`src/rtl/echo_delay_scheduler.sv`:
```
`default_nettype none
// ============================================================================
// Module  : echo_delay_scheduler
// Brief   : Per-frame sequencer for the echo delay-line RAM: read delayed L/R,
//           write feedback-mixed L/R, advance circular pointers; RAM clear.
// Revision: 1.0
// ============================================================================
module echo_delay_scheduler #(
    parameter int BITSIZE  = 16,
    parameter int ADDRLEN  = 16,
    parameter int FB_SHIFT = 1
) (
    input  logic                      bclk,
    input  logic                      resetn,
    input  logic                      lrclk,
    input  logic                      enable,
    input  logic                      clear,
    input  logic [ADDRLEN-2:0]        delay_len,
    input  logic signed [BITSIZE-1:0] left_in,
    input  logic signed [BITSIZE-1:0] right_in,
    output logic [ADDRLEN-1:0]        mem_addr,
    output logic signed [BITSIZE-1:0] mem_wdata,
    output logic                      mem_wren,
    input  logic signed [BITSIZE-1:0] mem_rdata,
    output logic signed [BITSIZE-1:0] left_delayed,
    output logic signed [BITSIZE-1:0] right_delayed,
    output logic                      sample_valid,
    output logic                      busy,
    output logic                      overrun
);
    localparam int PW = ADDRLEN - 1;
    localparam logic [ADDRLEN-1:0] c_last_addr = '1;

    typedef enum logic [2:0] {
        S_CLEAR = 3'd0,
        S_IDLE  = 3'd1,
        S_RD_L  = 3'd2,
        S_RD_R  = 3'd3,
        S_WR_L  = 3'd4,
        S_WR_R  = 3'd5,
        S_ADV   = 3'd6
    } state_t;

    state_t                     r_state, w_state_nx;
    logic                       r_lr_s, r_lr_p, r_fs;
    logic [ADDRLEN-1:0]         r_clr_cnt, w_clr_nx;
    logic [PW-1:0]              r_wr_ptr, w_wr_nx;
    logic [PW-1:0]              r_rd_ptr, w_rd_nx;
    logic [PW-1:0]              r_delay, w_delay_nx;
    logic [PW-1:0]              w_delay_in;
    logic signed [BITSIZE-1:0]  r_dl, r_dr, w_dl_nx, w_dr_nx;
    logic [ADDRLEN-1:0]         w_addr_nx;
    logic signed [BITSIZE-1:0]  w_wdata_nx, w_left_nx, w_right_nx;
    logic                       w_wren_nx, w_valid_nx, w_busy_nx, w_ovr_nx;

    // Dry input is halved; the sum is formed one bit wider and clamped on overflow.
    function automatic logic signed [BITSIZE-1:0] mix(
        input logic signed [BITSIZE-1:0] dry,
        input logic signed [BITSIZE-1:0] fb
    );
        logic signed [BITSIZE:0] a;
        logic signed [BITSIZE:0] b;
        logic signed [BITSIZE:0] s;
        a = {dry[BITSIZE-1], dry};
        b = {fb[BITSIZE-1], fb};
        s = (a >>> 1) + (b >>> FB_SHIFT);
        if (s[BITSIZE] != s[BITSIZE-1])
            mix = s[BITSIZE] ? {1'b1, {(BITSIZE-1){1'b0}}} : {1'b0, {(BITSIZE-1){1'b1}}};
        else
            mix = s[BITSIZE-1:0];
    endfunction

    assign w_delay_in = (delay_len == '0) ? PW'(1) : delay_len;

    always_ff @(posedge bclk or negedge resetn) begin
        if (!resetn) begin
            r_state       <= S_CLEAR;
            r_lr_s        <= 1'b0;
            r_lr_p        <= 1'b0;
            r_fs          <= 1'b0;
            r_clr_cnt     <= '0;
            r_wr_ptr      <= '0;
            r_rd_ptr      <= '0;
            r_delay       <= PW'(1);
            r_dl          <= '0;
            r_dr          <= '0;
            mem_addr      <= '0;
            mem_wdata     <= '0;
            mem_wren      <= 1'b0;
            left_delayed  <= '0;
            right_delayed <= '0;
            sample_valid  <= 1'b0;
            busy          <= 1'b1;
            overrun       <= 1'b0;
        end else begin
            r_lr_s        <= lrclk;
            r_lr_p        <= r_lr_s;
            r_fs          <= r_lr_s & ~r_lr_p;
            r_state       <= w_state_nx;
            r_clr_cnt     <= w_clr_nx;
            r_wr_ptr      <= w_wr_nx;
            r_rd_ptr      <= w_rd_nx;
            r_delay       <= w_delay_nx;
            r_dl          <= w_dl_nx;
            r_dr          <= w_dr_nx;
            mem_addr      <= w_addr_nx;
            mem_wdata     <= w_wdata_nx;
            mem_wren      <= w_wren_nx;
            left_delayed  <= w_left_nx;
            right_delayed <= w_right_nx;
            sample_valid  <= w_valid_nx;
            busy          <= w_busy_nx;
            overrun       <= w_ovr_nx;
        end
    end

    // Each state's RAM action becomes visible on the outputs one cycle later.
    always_comb begin
        w_state_nx = r_state;
        w_clr_nx   = r_clr_cnt;
        w_wr_nx    = r_wr_ptr;
        w_rd_nx    = r_rd_ptr;
        w_delay_nx = r_delay;
        w_dl_nx    = r_dl;
        w_dr_nx    = r_dr;
        w_addr_nx  = mem_addr;
        w_wdata_nx = mem_wdata;
        w_wren_nx  = 1'b0;
        w_left_nx  = left_delayed;
        w_right_nx = right_delayed;
        w_valid_nx = 1'b0;
        w_busy_nx  = 1'b0;
        w_ovr_nx   = 1'b0;
        if (clear) begin
            w_state_nx = S_CLEAR;
            w_clr_nx   = '0;
            w_wr_nx    = '0;
            w_rd_nx    = '0;
            w_addr_nx  = '0;
            w_wdata_nx = '0;
            w_busy_nx  = 1'b1;
        end else begin
            w_ovr_nx = r_fs && (r_state != S_IDLE) && (r_state != S_CLEAR);
            case (r_state)
                S_CLEAR: begin
                    w_addr_nx  = r_clr_cnt;
                    w_wdata_nx = '0;
                    w_wren_nx  = 1'b1;
                    w_busy_nx  = 1'b1;
                    w_clr_nx   = r_clr_cnt + ADDRLEN'(1);
                    if (r_clr_cnt == c_last_addr)
                        w_state_nx = S_IDLE;
                end
                S_IDLE: begin
                    if (r_fs) begin
                        if (enable) begin
                            w_delay_nx = w_delay_in;
                            w_rd_nx    = r_wr_ptr - w_delay_in;
                            w_state_nx = S_RD_L;
                        end else begin
                            w_left_nx  = '0;
                            w_right_nx = '0;
                        end
                    end
                end
                S_RD_L: begin
                    w_addr_nx  = {r_rd_ptr, 1'b0};
                    w_state_nx = S_RD_R;
                end
                S_RD_R: begin
                    w_addr_nx  = {r_rd_ptr, 1'b1};
                    w_state_nx = S_WR_L;
                end
                S_WR_L: begin
                    w_dl_nx    = mem_rdata;
                    w_addr_nx  = {r_wr_ptr, 1'b0};
                    w_wren_nx  = 1'b1;
                    w_wdata_nx = mix(left_in, mem_rdata);
                    w_state_nx = S_WR_R;
                end
                S_WR_R: begin
                    w_dr_nx    = mem_rdata;
                    w_addr_nx  = {r_wr_ptr, 1'b1};
                    w_wren_nx  = 1'b1;
                    w_wdata_nx = mix(right_in, mem_rdata);
                    w_state_nx = S_ADV;
                end
                S_ADV: begin
                    w_wr_nx    = r_wr_ptr + PW'(1);
                    w_left_nx  = r_dl;
                    w_right_nx = r_dr;
                    w_valid_nx = 1'b1;
                    w_state_nx = S_IDLE;
                end
                default: begin
                    w_state_nx = S_CLEAR;
                    w_clr_nx   = '0;
                    w_busy_nx  = 1'b1;
                end
            endcase
        end
    end

endmodule
`default_nettype wire

```
`config.mk`:
```
export PLATFORM = sky130hd
export DESIGN_NAME = echo_delay_scheduler
export DESIGN_NICKNAME = d
export VERILOG_FILES = /design/src/rtl/echo_delay_scheduler.sv
export SDC_FILE = /design/constraint.sdc
export NUM_CORES = 1
export LEC_CHECK = 0
export BUFFER_PORTS_ARGS = -buffer_cell sky130_fd_sc_hd__buf_4
export CORE_ASPECT_RATIO = 0.7
export CORE_MARGIN = 3
export CORE_UTILIZATION = 52
export DETAILED_ROUTE_END_ITERATION = 12
export MAX_ROUTING_LAYER = met4
export PLACE_DENSITY = 0.82
export SLEW_MARGIN = 15
export SYNTH_ARGS = -nofsm -noshare
export SYNTH_HDL_FRONTEND = slang
export SYNTH_SLANG_ARGS = --single-unit
```
`constraint.sdc`:
```
create_clock -name bclk -period 2.9 [get_ports bclk]
set_input_delay 0.87 -clock bclk [delete_from_list [all_inputs] [get_ports bclk]]
set_output_delay 0.87 -clock bclk [all_outputs]
set_load 0.05 [all_outputs]
```
== Word-level counts from Yosys, hierarchy flattened ==
Index checks and enable logic that the tools add are counted.
Storage, ports and cells
  latch bits: 0
  output and inout bits: 68
  memories: 0
  logic and storage cells: 93
  bits in writable memories: 0
  ROM bits: 0
  bits of input ports: 68
  register bits after elaboration: 152
Cells by class
  $add $sub $neg: 5
  $mul: 0
  reduce and logical (&&, ||, !) cells: 19
  order comparisons: 0
  div/mod/pow operators: 0
  shift operators: 0
  bitwise gates (word level): 3
  multiplexer cells: 33
  eq/ne operators: 16
Operators by type and width (number)
  2-to-1 mux 16 bit: 9
  2-to-1 mux 15 bit: 7
  case mux 16 bit (2 select lines): 3
  case mux 16 bit (5 select lines): 1
  case mux 16 bit (3 select lines): 1
  adder 15 x 15 -> 16 bit: 2
  case mux 3 bit (7 select lines): 1
  adder 16 x 1 -> 16 bit (second input constant): 1
  == test 16 bit (second input constant): 1
  adder 15 x 1 -> 15 bit (second input constant): 1
  zero test 15 bit: 1
  subtractor 15 bit: 1
  2-to-1 mux 3 bit: 4
  nonzero test 2 bit: 5
  == test 3 bit (second input constant): 3
  != test 3 bit (second input constant): 3
  2-to-1 mux 1 bit: 7
  == test 3 x 2 -> 1 bit (second input constant): 2
  AND reduction 3 bit: 2
  nonzero test 6 bit: 1
  OR reduction 6 bit: 1
  != test 2 bit (second input constant): 2
  AND reduction 2 bit: 2
  AND reduction 4 bit: 1
  11 further kinds: 14

== Longest topological paths before layout ==
Gate-level depths: netlist (run 1).
  depth in word-level cells: 7
  gate-level depth with buffers: 15
  mapped depth without buffers: 13

== Worst setup path before layout (run 1) ==
Ideal clock, no wire load.
  kind: register -> register
  from: reg r_state[0]
  to: reg mem_wdata[12]
  path slack: 0.069 ns
  buffers on the path: 4
  cell stages (with the launch flop): 16
  library setup time: 0.069 ns
  clock period less this slack: 2.831 ns
  arrival time: 2.761 ns
  data required time: 2.831 ns
  cell sequence: dfrtp_1 > buf_4 > inv_1 > nor2_1 > nand2_2 > buf_2 > mux2_2 > ha_1 > buf_4 > and4_1 > buf_4 > nand3b_1 > a21oi_1 > a211oi_1 > or4_1 > nand3_1
On the way
  cells in the longest elaborated chain, start to end: 3
  elaborated cells between the ends (all ways): 6
  those cells by class: eq/ne (2); mux (2); reduce/logical (2)
Ends and longest elaborated chain
  start, declared: line 44  | state_t r_state, w_state_nx;
  start signal, assigned: line 99  | r_state <= w_state_nx;
  == test 3 bit or zero test 3 bit (tied branches): line 144  | case (r_state)
  case mux 16 bit (3 select lines): line 144
  2-to-1 mux 16 bit: line 134  | if (clear) begin
  end signal, assigned: line 107  | mem_wdata <= w_wdata_nx;
  end, declared: line 22  | output logic signed [BITSIZE-1:0] mem_wdata,
Parallel ways exist; a longest one is shown, timed or not.
A chain may end at the register's enable or synchronous reset.

== Worst setup path in the final report (run 1) ==
Ends and elaborated chain as after synthesis.

==> results of run 1 <==
## registers in the layout (all words and copies together) (netlist names), 3 cells and up
| register | flops |
|---|---|
| left_delayed | 16 |
| mem_addr | 16 |
| mem_wdata | 16 |
| r_clr_cnt | 16 |
| r_dl | 16 |
| r_dr | 16 |
| r_rd_ptr | 15 |
| r_state | 3 |
| r_wr_ptr | 15 |
| right_delayed | 16 |
## what timing repair did
action                                  CTS  global route
gates resized for setup                   2            10
endpoints found under the setup margin    7            11
gates cloned                              0             0
pin swaps                                 0             1
## cell usage after synthesis, drive strengths merged, types with 4 or more instances
master,n
a2111oi,15
a211oi,22
a21o,24
a21oi,42
a22o,4
a31oi,11
and2,4
and3,12
buf,27
clkbuf,28
dfrtp,151
ha,32
inv,28
mux2,46
mux2i,19
nand2,133
nand2b,8
nand3,53
nand4,11
nor2,52
nor2b,20
nor3,7
nor4,8
o211ai,5
o21a,5
o21ai,46
o31ai,5
xnor2,9
xor2,19
## area by class of cell
type | instances | area (um2)
clock buffer | 17 | 425
fill | 1272 | 5240
timing repair buffer | 180 | 1370
tap | 220 | 275
multi-input combinational | 653 | 4390
inverter | 28 | 105
sequential | 152 | 3810
clock inverter | 15 | 176
## critical path, delay by kind of cell (launching register included)
kind / cells / cell delay [ps]
AOI/OAI and AO/OA: 3 / 320
adders and majority gates: 2 / 550
buffers and inverters: 2 / 180
DFF: 1 / 370
muxes: 1 / 290
and+or+nand+nor: 5 / 1030
## logic make-up (layout without fill, tap and decap cells)
| kind of cell | Yosys count | in the layout |
|---|---|---|
| muxes | 65 | 65 |
| xor gates and xnor gates | 28 | 28 |
| and+or+nand+nor | 323 | 323 |
| DFF | 152 | 152 |
| AOI/OAI and AO/OA | 203 | 203 |
| adders and majority gates | 34 | 34 |
| buffers and inverters | 83 | 240 |
## final timing paths
check / slack [ps] / to
max in group asynchronous: 1790 / r_wr_ptr[0]
worst min register to register: 370 / r_lr_p
min in group asynchronous: 380 / left_delayed[6]
worst max register to register: 110 / mem_wdata[12]
worst min-delay path: 370 / r_lr_p
worst max-delay path: 110 / mem_wdata[12]
## metal layers
metal | global-route usage, % | vias up | wire, um
li1 | - | 3468 | -
met1 | 39.4 | 3603 | 10700
met2 | 37.1 | 329 | 10100
met3 | 6.48 | 26 | 2170
met4 | 6.12 | 0 | 360
met5 | - | - | 0
## through the flow
| step | power (mW) | hold WS [ps] | utilization (%) | instances |
|---|---|---|---|---|
| 4_1_cts | 5.20 | 375 | 66.4 | 1265 |
| 3_3_place_gp | 2.98 | 354 | 62.6 | 1233 |
| 6_report | 5.20 | 372 | 66.8 | 1265 |
| 3_5_place_dp | 3.00 | 361 | 62.6 | 1233 |
| 2_1_floorplan | 2.70 | 347 | - | 888 |
| 5_1_grt | 5.39 | 389 | 66.8 | 1265 |
## power groups by stage
stage                     clock, mW  combinational, mW  sequential, mW
after global placement            0              0.683            2.30
after detailed placement          0              0.699            2.30
final                          2.21              0.725            2.26
after CTS                      2.23              0.707            2.26
after global routing           2.34              0.784            2.27
after floorplan                   0              0.362            2.34
==> reports/summary.md, run 1 <==
The number of buffers added to fix hold violations after cts came out at 0. Each instance of the synthesized netlist takes up on average 9.61 um2. In this run the worst hold path is classified as flip-flop to flip-flop.

The cell leakage power is 5.23 nW. The master of the slowest instance on the critical path was or4_1. For the count of maximum capacitance violations, the log shows 0.

For this run, the leading register cell type out of synthesis is dfrtp_1. Timing analysis after detailed placement gives a worst setup slack of -330 ps. Tracing the worst setup path back leads to its startpoint at r_state[0]. The residual DRC count is 0, and the die height is 113 um. Adding up every negative setup slack in the final design gives 0 ps. The total of warnings raised by yosys is 0. By startpoint and endpoint, the worst setup path is classified as flip-flop to flip-flop.

Measured against its own limit, the worst slew margin works out to 27.2%. After routing the design area is 10500 um2. The tools report the endpoint class of the critical path as a flip-flop.

In this run the cell area measured after placement is 9880 um2. The fraction of final layout cells with drive strength greater than 1 was 27.3%. The run gives 13.9% as the proportion of power drawn by combinational gates.

The proportion of power drawn by flip-flops and latches was 43.5%; the register clock-pin slew on the reported worst setup and hold paths was 70 ps. The portion of the clock cycle consumed by the worst path in the final layout came out at 96.3%. Setup repair after global routing left no endpoint under its margin. The clock reaches the later pin of the worst-skew pair after 430 ps.

For the share of total power in the clock network, the log shows 42.5%. The tools report the number of rows created at floorplan as 38. Summed over all layers, the global routing overflow is 0. Counting flops with a built-in enable in the synthesized netlist gives 0. Summing over every cut layer, the via total after detailed routing is 7426.

The clock net in this run drives a total of 152 sinks. The overall die area was 18000 um2. The worst hold path was traced through 0 stages. The net load switching power is 1.52 mW. The number of max-slew violations in the final report is 0. The maximum number of pins on one net before global-route repair is 58, and the number of antenna violations at the first check in global routing is 0. The growth of design area from synthesis to finish is 23.6%, and the slew at the pin closest to its max-slew limit is 1090 ps. In this run the power density over the cells is 493 nW/um2. Leading cell type in the layout, fill and taps excluded: buf_4. The main combinational cell family by area after synthesis was simple AND/OR/NAND/NOR gates. The synthesized design spends more area on one cell type than any other, namely dfrtp_1. TritonCTS built the clock tree. In the layout the commonest cells are buf_4 (178), dfrtp_1 (150), nand2_1 (131). Final routed wire length divided by cell count: 18.4 um. Measured in cells, the most critical reg-to-reg path has a length of 13.

Derived from the worst setup path, the maximum achievable clock frequency is 358 MHz. The repair_antennas step left the layout with diodes totalling 0. In this run the horizontal extent of the chip is 159 um. The logs give 26.6% for the overall fraction of global-route tracks in use and 0 for the count of final hold-check violations. Of all flip-flops after synthesis, the portion carrying an async set or reset was 100%. The count of buffers added on input and output ports is 133. Required time of the worst setup path: 3270 ps.

The tools report the net count of the mapped netlist as 990. The core region is 15800 um2. The area fraction in compound gates after synthesis was 16.0%; the worst-case clock buffer depth was 2. The synthesized netlist devotes 18.4% of its cell area to simple gates. The first global-routing pass estimated 37100 um of wire.

The synthesized design contains 152 register bits. The worst register-to-register path begins at r_state[0]. The detail route stage leaves a number of antenna-violating nets equal to 0.

The count of routing violations after the opening detailed-route iteration was 834; the synthesized netlist cell count was 888. Setup violations remaining at the end of the flow were counted as 0. The vias per cell is 5.87.

The initial utilization of the core area, before any placement, comes to 54.0%. Of all nets on the critical path, the largest fanout is 13. In this run the count of I/O pins placed on the die edge is 136.

In this run the number of H-tree levels came out at 4. The aggregate routed wire length came out at 23300 um. The area of the mapped netlist is 8530 um2, and the final critical-path required period is 2790 ps. At the end of routability-driven placement, the weighted congestion stood at 0.952. The multiplexer share of the synthesized area works out to 8.30%. Among the stages of the critical path, the cell type that occurs most often is inv_1. The buffer type at the clock tree root was clkbuf_16.

The maximum single-stage delay on the critical path works out to 420 ps. The clock tree skew after final layout was 7.85 ps. By area the synthesized netlist is led by dfrtp_1 (44%), mux2_2 (6.1%), nand2_1 (5.8%). Of the total synthesized cell area, the portion taken by XOR and XNOR cells is 2.88%.

Internal power: 3.68 mW. Once detailed placement completed, the half-perimeter wirelength came to 16900 um. Traced cell by cell, the critical path runs through inv_1, nor2_4, nand2_8, mux2_2, ha_1, inv_1, fa_2, nor2b_2, o31ai_4, a21oi_1, a211oi_1, or4_1, nand3_1.

Setup slack on the critical path of the routed design comes to 106 ps. The final layout contains 1134 nets. The maximum ir drop on the vdd rail was 0.314 mV. The tools report the startpoint type of the worst setup path as a flip-flop. The top-area cell type share of the netlist area is 44.3%, and the post-synthesis sequential area ratio is 44.6%. Arithmetic-cell share of the synthesized area counting full adders, half adders and majority gates: 5.16%.

In this run the most critical hold path is launched from r_lr_s. Net switching is 29.3% of the power. STA puts the critical path data arrival time at 3160 ps.

For this run, the detailed router's first-pass iteration total came to 6. For the number of buffers inserted during clock tree synthesis, the log shows 17. The via count of the first global-routing pass came out at 6899.

The flow ran to the end, and the final reports show no timing, DRC or antenna violations. The number of setup buffers added after CTS is 0. Synthesis instantiated 71 different standard cells from the library.
Power figures use the tool's default switching activity.
==> run 2: changes to the inputs <==
- REMOVE_ABC_BUFFERS: default -> 1
==> run 2 against run 1 <==
  * Design area up 0.18%
  * Global-route usage down 0.30 points
  * Critical endpoint is now r_rd_ptr[14]
  * Largest power group unchanged
  * First-iteration DRC count up 0.24%
  * Fmax down 0.97%
==> reports/summary.md, run 2 (synthesis results as in run 1) <==
The tools report the residual DRC count as 0 (unchanged). The number of H-tree levels is 4 (unchanged). The worst setup path is launched from an input port. Fill cell instance count of the final layout: 1259 (-1.0%). The type of the setup path with the least slack was input port to flip-flop.

The remaining number of nets flagged by the antenna check after routing was 0 (unchanged). The logs give 0 (unchanged) for the final antenna diode count and 152 (unchanged) for the number of clock sinks seen by CTS. The overall fraction of global-route tracks in use was 26.3% (-0.30 points). The count of maximum capacitance violations was 0 (unchanged); the net count reported at finish was 1138 (+0.35%). Maximum number of pins on one net before global-route repair: 67 (+16%). The min-delay analysis places its worst path in the category flip-flop to flip-flop. The worst slew margin relative to its limit came out at 20.4% (-6.8 points). The largest individual stage delay along the critical path comes from the cell a41oi_2. The number of max-slew violations in the final report was 0 (unchanged). Final-report setup violation count: 0 (unchanged).

TritonCTS built the clock tree. Fraction of final layout cells with drive strength greater than 1: 28.1% (+0.88 points). Cell occurring most often along the worst timing path: buf_4. The final critical-path required period is 2820 ps (+27.5 ps), and the vias per cell is 5.89 (+0.27%).

The post-layout total power is 5.08 mW (-2.3%). The maximum single-stage delay on the critical path is 310 ps (-110 ps), and the clock tree skew after final layout is 7.79 ps (-0.0603 ps). Walking the worst path, the cells encountered are buf_4, nor4_4, buf_4, a41o_1, ha_2, fa_2, nand2b_4, a21oi_2, o31a_1, a41oi_2, mux2i_1, a31oi_1. The count of buffers inserted at the top-level ports is 133 (unchanged).

The flow ran to the end, and the final reports show no timing, DRC or antenna violations. Placer's final routability congestion estimate: 0.977 (+2.6%). The library cell used most frequently in the layout, excluding fill and tap cells, is buf_4. The root buffer cell chosen for the clock tree is clkbuf_16. The growth of design area from synthesis to finish is 23.9%, and the required time of the worst setup path is 3200 ps (-70 ps).

The register area is 3810 um2 (unchanged), and the worst-case register-to-register setup slack is 150 ps (+40 ps). The run gives 17 (unchanged) as the number of buffers inserted during clock tree synthesis. The run gives 354 MHz (-0.97%) as the timing-limited maximum frequency.

The critical path data arrival time was 3130 ps (-30 ps); the core utilization of the finished layout was 66.9% (+0.12 points). The die span in x came out at 159 um (unchanged). The run gives 0.343 mV (+9.2%) as the maximum ir drop on the vdd rail. The number of rows created at floorplan is 38 (unchanged).

In this design, the largest share of critical-path delay is due to compound AO/OA/AOI/OAI gates. The worst hold margin was 381 ps (+9.15 ps). The run gives 0 (unchanged) as the number of antenna violations at the first check in global routing. In the layout the commonest cells are buf_4 (182), dfrtp_1 (150), nand2_1 (131).

The worst-case clock buffer depth is 2 (unchanged). The tools report the endpoint class of the critical path as a flip-flop. Residual overflow from global routing: 0 (unchanged).

The area of the core region is 15800 um2 (unchanged), and the die height is 113 um (unchanged). The tools report the count of final hold-check violations as 0 (unchanged). The post-place instance area was 9890 um2 (+0.15%). The register clock-pin slew on the reported worst setup and hold paths was 60 ps (about the same); the initial core utilization was 54.0% (unchanged).

The critical-path maximum fanout came out at 3 (-10). The combined area of the multi-input logic cells is 4420 um2 (+0.74%), and the first-pass detailed-route iteration total is 5 (-1). Placed wire-length estimate after detailed placement: 16400 um (-3.4%). Slew at the pin closest to its max-slew limit: 1190 ps (+102 ps). The run gives 836 (+0.24%) as the count of routing violations after the opening detailed-route iteration.

The aggregate routed wire length came out at 22800 um (-2.1%). Final standard cell count with taps included and fillers excluded: 1268 (+0.24%). The ratio of total power to cell area works out to 481 nW/um2 (-2.5%). For the cell leakage power, the log shows 5.26 nW (+0.50%).

The tools report the cell count after placement as 1235 (+0.16%). Portion of the clock cycle consumed by the worst path in the final layout: 97.3% (+0.95 points). The logs give 37100 um (about the same) for the wire length of the first global-routing pass and 7464 (+0.51%) for the via count.

The post-route cell area came out at 10600 um2 (+0.18%). The tools report the worst-skew pair later-pin latency as 430 ps (about the same). The final routed wire length divided by cell count came out at 18.0 um (-2.4%). The via count of the first global-routing pass came out at 7137 (+3.4%). The overall die area was 18000 um2 (unchanged); the total buffers and inverters traversed by the critical path was 2 (unchanged). The number of primary I/O pins was 136 (unchanged).
-- run 2: through the flow --
stage | setup TNS, ps | setup slack [ps]
floorplan | -10780 | -848
global placement | -2980 | -521
detailed placement | -2830 | -503
CTS | 0 | 5.99
global route | -67.4 | -67.4
finish | 0 | 78.5
-- run 2: path summary, 6_finish.rpt --
path | start | to | cells past startpoint
max | delay_len[13] | r_rd_ptr[14] | 12
min | r_lr_s | r_lr_p | 0
max reg2reg | r_state[0] | mem_wdata[12] | 12
min reg2reg | r_lr_s | r_lr_p | 0
max in group asynchronous | resetn | busy | 2
min in group asynchronous | resetn | left_delayed[1] | 1
-- run 2: cell type report --
cell class	instances	share of cell area, %
inverter	28	0.995
sequential	152	36.0
timing repair buffer	184	13.2
clock buffer	19	4.29
clock inverter	12	0.995
multi-input combinational	653	41.9
tap	220	2.61
-- run 2: timing repair --
item                                    CTS  global route
pin swaps                                 1             9
gates resized for setup                   2            20
buffers inserted                          0             2
endpoints found under the setup margin    3            14
hold buffers                              0             0
-- run 2: where the power goes --
group | internal (mW) | total [mW] | switching, mW
sequential | 2.21 | 2.26 | 0.0554
clock | 1.16 | 2.11 | 0.945
combinational | 0.301 | 0.711 | 0.410
total | 3.67 | 5.08 | 1.41
-- run 2: metal layers --
layer / vias to the layer above / track usage, % / wire length (um)
met5: - / - / 0
met4: 0 / 7.58 / 395
met3: 41 / 5.82 / 1800
met2: 307 / 39.0 / 10200
met1: 3635 / 36.7 / 10500
li1: 3481 / - / -
==> run 3: changes to the inputs <==
- ABC_AREA: default -> 1
- clock period: 2.9 -> 2.4 ns (I/O delays scaled with it)
==> run 3 against run 2 <==
  * Via count increased by 15%
  * Clock skew increased by 6.1 ps
  * Sequential share of layout area decreased by 1.3 points
  * Critical path type is now flip-flop to flip-flop
  * Largest power group unchanged
  * Highest routed layer unchanged
  * Setup slack improved by 120 ps
==> reports/summary.md, run 3 <==
The worst setup path is launched from a flip-flop. The area fraction in compound gates after synthesis came out at 11.1% (-4.9 points). The worst-case register-to-register setup slack came out at 200 ps (+50 ps).

The maximum number of pins on one net before global-route repair is 46 (-31%). The worst slew margin relative to its limit was 63.8% (+43 points). By area, the combinational part of the netlist is dominated by simple AND/OR/NAND/NOR gates. The slew at the pin closest to its max-slew limit was 541 ps (-649 ps).

Multiplexer share of the synthesized area: 0% (-8.3 points). The count of flip-flops with a built-in enable after synthesis works out to 0 (unchanged). The tools report the final antenna diode count as 0 (unchanged). The portion of the clock cycle consumed by the worst path in the final layout is 91.7%, and the cell leakage power is 5.90 nW (+12%).

The run gives 8910 um2 (+4.4%) as the area of the mapped netlist. The library cells used most frequently in the layout, excluding fill and tap cells, are nand2_1 (374), inv_1 (166), buf_4 (160). The number of buffers added to fix hold violations after cts was 0 (unchanged); the final standard cell count with taps included and fillers excluded was 1583 (+25%).

The remaining number of nets flagged by the antenna check after routing is 0 (unchanged), and the core utilization of the finished layout is 66.2% (-0.77 points). Maximum ir drop on the vdd rail: 0.510 mV (+49%). The ratio of total power to cell area came out at 776 nW/um2 (+61%). The logs give 39 (+2.6%) for the number of rows created at floorplan and 6 (+1) for the first-pass detailed-route iteration total. The logs give 53.9% (-0.18 points) for the initial core utilization and 0 (unchanged) for the residual DRC count. The worst register-to-register path ends at mem_wdata[13]. The run gives 7881 (+10%) as the via count of the first global-routing pass. The flow ran to the end, and the final reports show no timing, DRC or antenna violations. The count of maximum capacitance violations was 0 (unchanged).

The logs give 16500 um2 (+4.8%) for the area of the core region and 0 (unchanged) for the residual overflow from global routing. The number of distinct library cell variants in the gate-level netlist after synthesis came out at 42 (-41%). The worst-case reg-to-reg path depth is 16 (+4), and the fill cell instance count of the final layout is 1390 (+10%). The register clock-pin slew on the reported worst setup and hold paths is 80 ps (+20 ps), and the die span in x is 162 um (+2.1%). The run gives 8.49 mW (+67%) as the post-layout total power. Placer's final routability congestion estimate: 0.927 (-5.1%).

Summed over all instances, the cell type with the most area after synthesis is dfrtp_1. The tools report the number of primary I/O pins as 136 (unchanged). For the post-synthesis sequential area ratio, the log shows 42.7% (-1.9 points). The vias per cell works out to 5.41 (-8.0%).

The setup path with the least slack is of type flip-flop to flip-flop. The overall fraction of global-route tracks in use was 27.3% (+0.98 points). The mean instance size in the synthesized netlist is 7.43 um2 (-23%), and the fraction of final layout cells with drive strength greater than 1 is 18.6% (-9.5 points).

TritonCTS built the clock tree. The final routed wire length divided by cell count is 15.6 um (-13%). The overall die area is 18800 um2 (+4.2%).

The aggregate routed wire length was 24700 um (+8.1%). By area the synthesized netlist is led by dfrtp_1 (42%), nand2_1 (16%), inv_1 (7.0%). The synthesized netlist cell count came out at 1199 (+35%). Classification of the worst-slack hold path: input port to asynchronous set/reset pin. Growth of design area from synthesis to finish: 22.8%.

The critical-path maximum fanout is 16 (+13), and the top-area cell type share of the netlist area is 42.4% (-1.9 points). The number of clock sinks seen by CTS was 152 (unchanged). The cell count after placement was 1549 (+25%); the worst-case clock buffer depth was 2 (unchanged).

By count the netlist is led by nand2_1 (374), inv_1 (166), dfrtp_1 (151). The async set-reset flop share out of synthesis was 100% (unchanged). The via count is 8571 (+15%). The number of synthesized register bits is 152 (unchanged), and the synthesized-area fraction occupied by and/or/nand/nor cells is 30.1% (+12 points). The endpoint class of the critical path was a flip-flop. The top flip-flop cell by instance count after synthesis is dfrtp_1. The number of antenna violations at the first check in global routing was 0 (unchanged); the timing-limited maximum frequency was 454 MHz. The critical path data arrival time was 2530 ps (-600 ps). The count of routing violations after the opening detailed-route iteration was 980 (+17%); the number of buffers inserted during clock tree synthesis was 17 (unchanged). The count of final hold-check violations was 0 (unchanged); the xor and xnor fraction of the mapped netlist area was 0.885% (-2.0 points).

Leaving out fill and tap cells, the most frequent cell in the layout is nand2_1. The logs give 2720 ps (-480 ps) for the required time of the worst setup path and 430 ps (about the same) for the worst-skew pair later-pin latency. The placed wire-length estimate after detailed placement is 18100 um (+11%), and the die height is 116 um (+2.1%). Total of warnings raised by yosys: 0 (unchanged). By instance count, the leading cell after synthesis is nand2_1. After layout, the minimum clock period comes to 2200 ps. The count of buffers inserted at the top-level ports was 133 (unchanged); the arithmetic-cell share of the synthesized area counting full adders, half adders and majority gates was 4.94% (-0.22 points). For the clock tree skew after final layout, the log shows 13.9 ps (+6.10 ps). For the net count reported at finish, the log shows 1447 (+27%).

The worst register-to-register path begins at r_state[1]. The logs give 4 (unchanged) for the number of H-tree levels and 39500 um (+6.3%) for the wire length of the first global-routing pass. The cell sitting at the root of the clock tree is a clkbuf_16.

The run gives 0 (unchanged) as the number of max-slew violations in the final report. The final-report setup violation count came out at 0 (unchanged).
## run 3: area by class of cell
class | count | area [um2] | area share, %
multi-input combinational | 834 | 4280 | 39.1
sequential | 152 | 3800 | 34.8
timing repair buffer | 165 | 1280 | 11.7
inverter | 175 | 667 | 6.09
clock buffer | 17 | 425 | 3.89
tap | 225 | 282 | 2.57
clock inverter | 15 | 199 | 1.82
## run 3: worst max-delay path by stage
stage	slack, ps	endpoint	from
floorplan	-90	mem_wdata[12]	r_state[2]
global placement	-390	r_rd_ptr[8]	delay_len[8]
detailed placement	-350	r_rd_ptr[8]	delay_len[8]
CTS	60	r_rd_ptr[8]	delay_len[8]
global route	-10	mem_wdata[14]	r_state[1]
finish	200	mem_wdata[13]	r_state[1]
## run 3: through the flow
step | hold WS, ps | setup TNS, ps | area (um2) | setup WS [ps]
2_1_floorplan | 354 | -650 | 8660 | -93.8
3_3_place_gp | 360 | -2990 | 10200 | -388
3_5_place_dp | 382 | -2510 | 10200 | -347
4_1_cts | 192 | 0 | 10800 | 64.6
5_1_grt | 187 | -20.8 | 10900 | -10.4
6_report | 182 | 0 | 10900 | 198
## run 3: kinds of logic (layout without fill, tap and decap cells)
family                   after synthesis  in the layout
AND/OR/NAND/NOR                      606            606
XOR/XNOR                               9              9
buffers and inverters                213            372
adder cells (fa/ha/maj)               34             34
AO/OA/AOI/OAI                        185            185
flip-flops                           152            152
## run 3: worst max-delay path, cell delays in order (launching register included)
cell and delay (ps):
dfrtp_1 410, inv_4 70, nand2_4 60, nor2_8 190, inv_6 90, nand2_1 70
nand2_1 70, ha_2 380, nand2_1 110, nor2_1 110, nand2_1 50, nand3_1 150
nand2_1 100, nand2_1 70, nand2_1 40, nand3_1 70, nand2_1 50
## run 3: metal layers
layer  vias to the layer above  GRT usage [%]  wire, um
met5                         -              -         0
met4                         0           7.90       427
met3                        40           6.07      2040
met2                       365           37.7     10500
met1                      3989           40.3     11700
li1                       4177              -         -
## run 3: what timing repair did
action / CTS / global route
resized for setup: 1 / 22
setup buffers: 0 / 2
pin swaps: 0 / 2
setup endpoints to repair: 1 / 13
## run 3: where the power goes
group | switching (mW) | total (mW) | internal [mW] | leakage (nW)
clock | 1.30 | 2.73 | 1.43 | 0.301
combinational | 1.78 | 2.62 | 0.840 | 3.51
sequential | 0.225 | 3.13 | 2.91 | 2.08
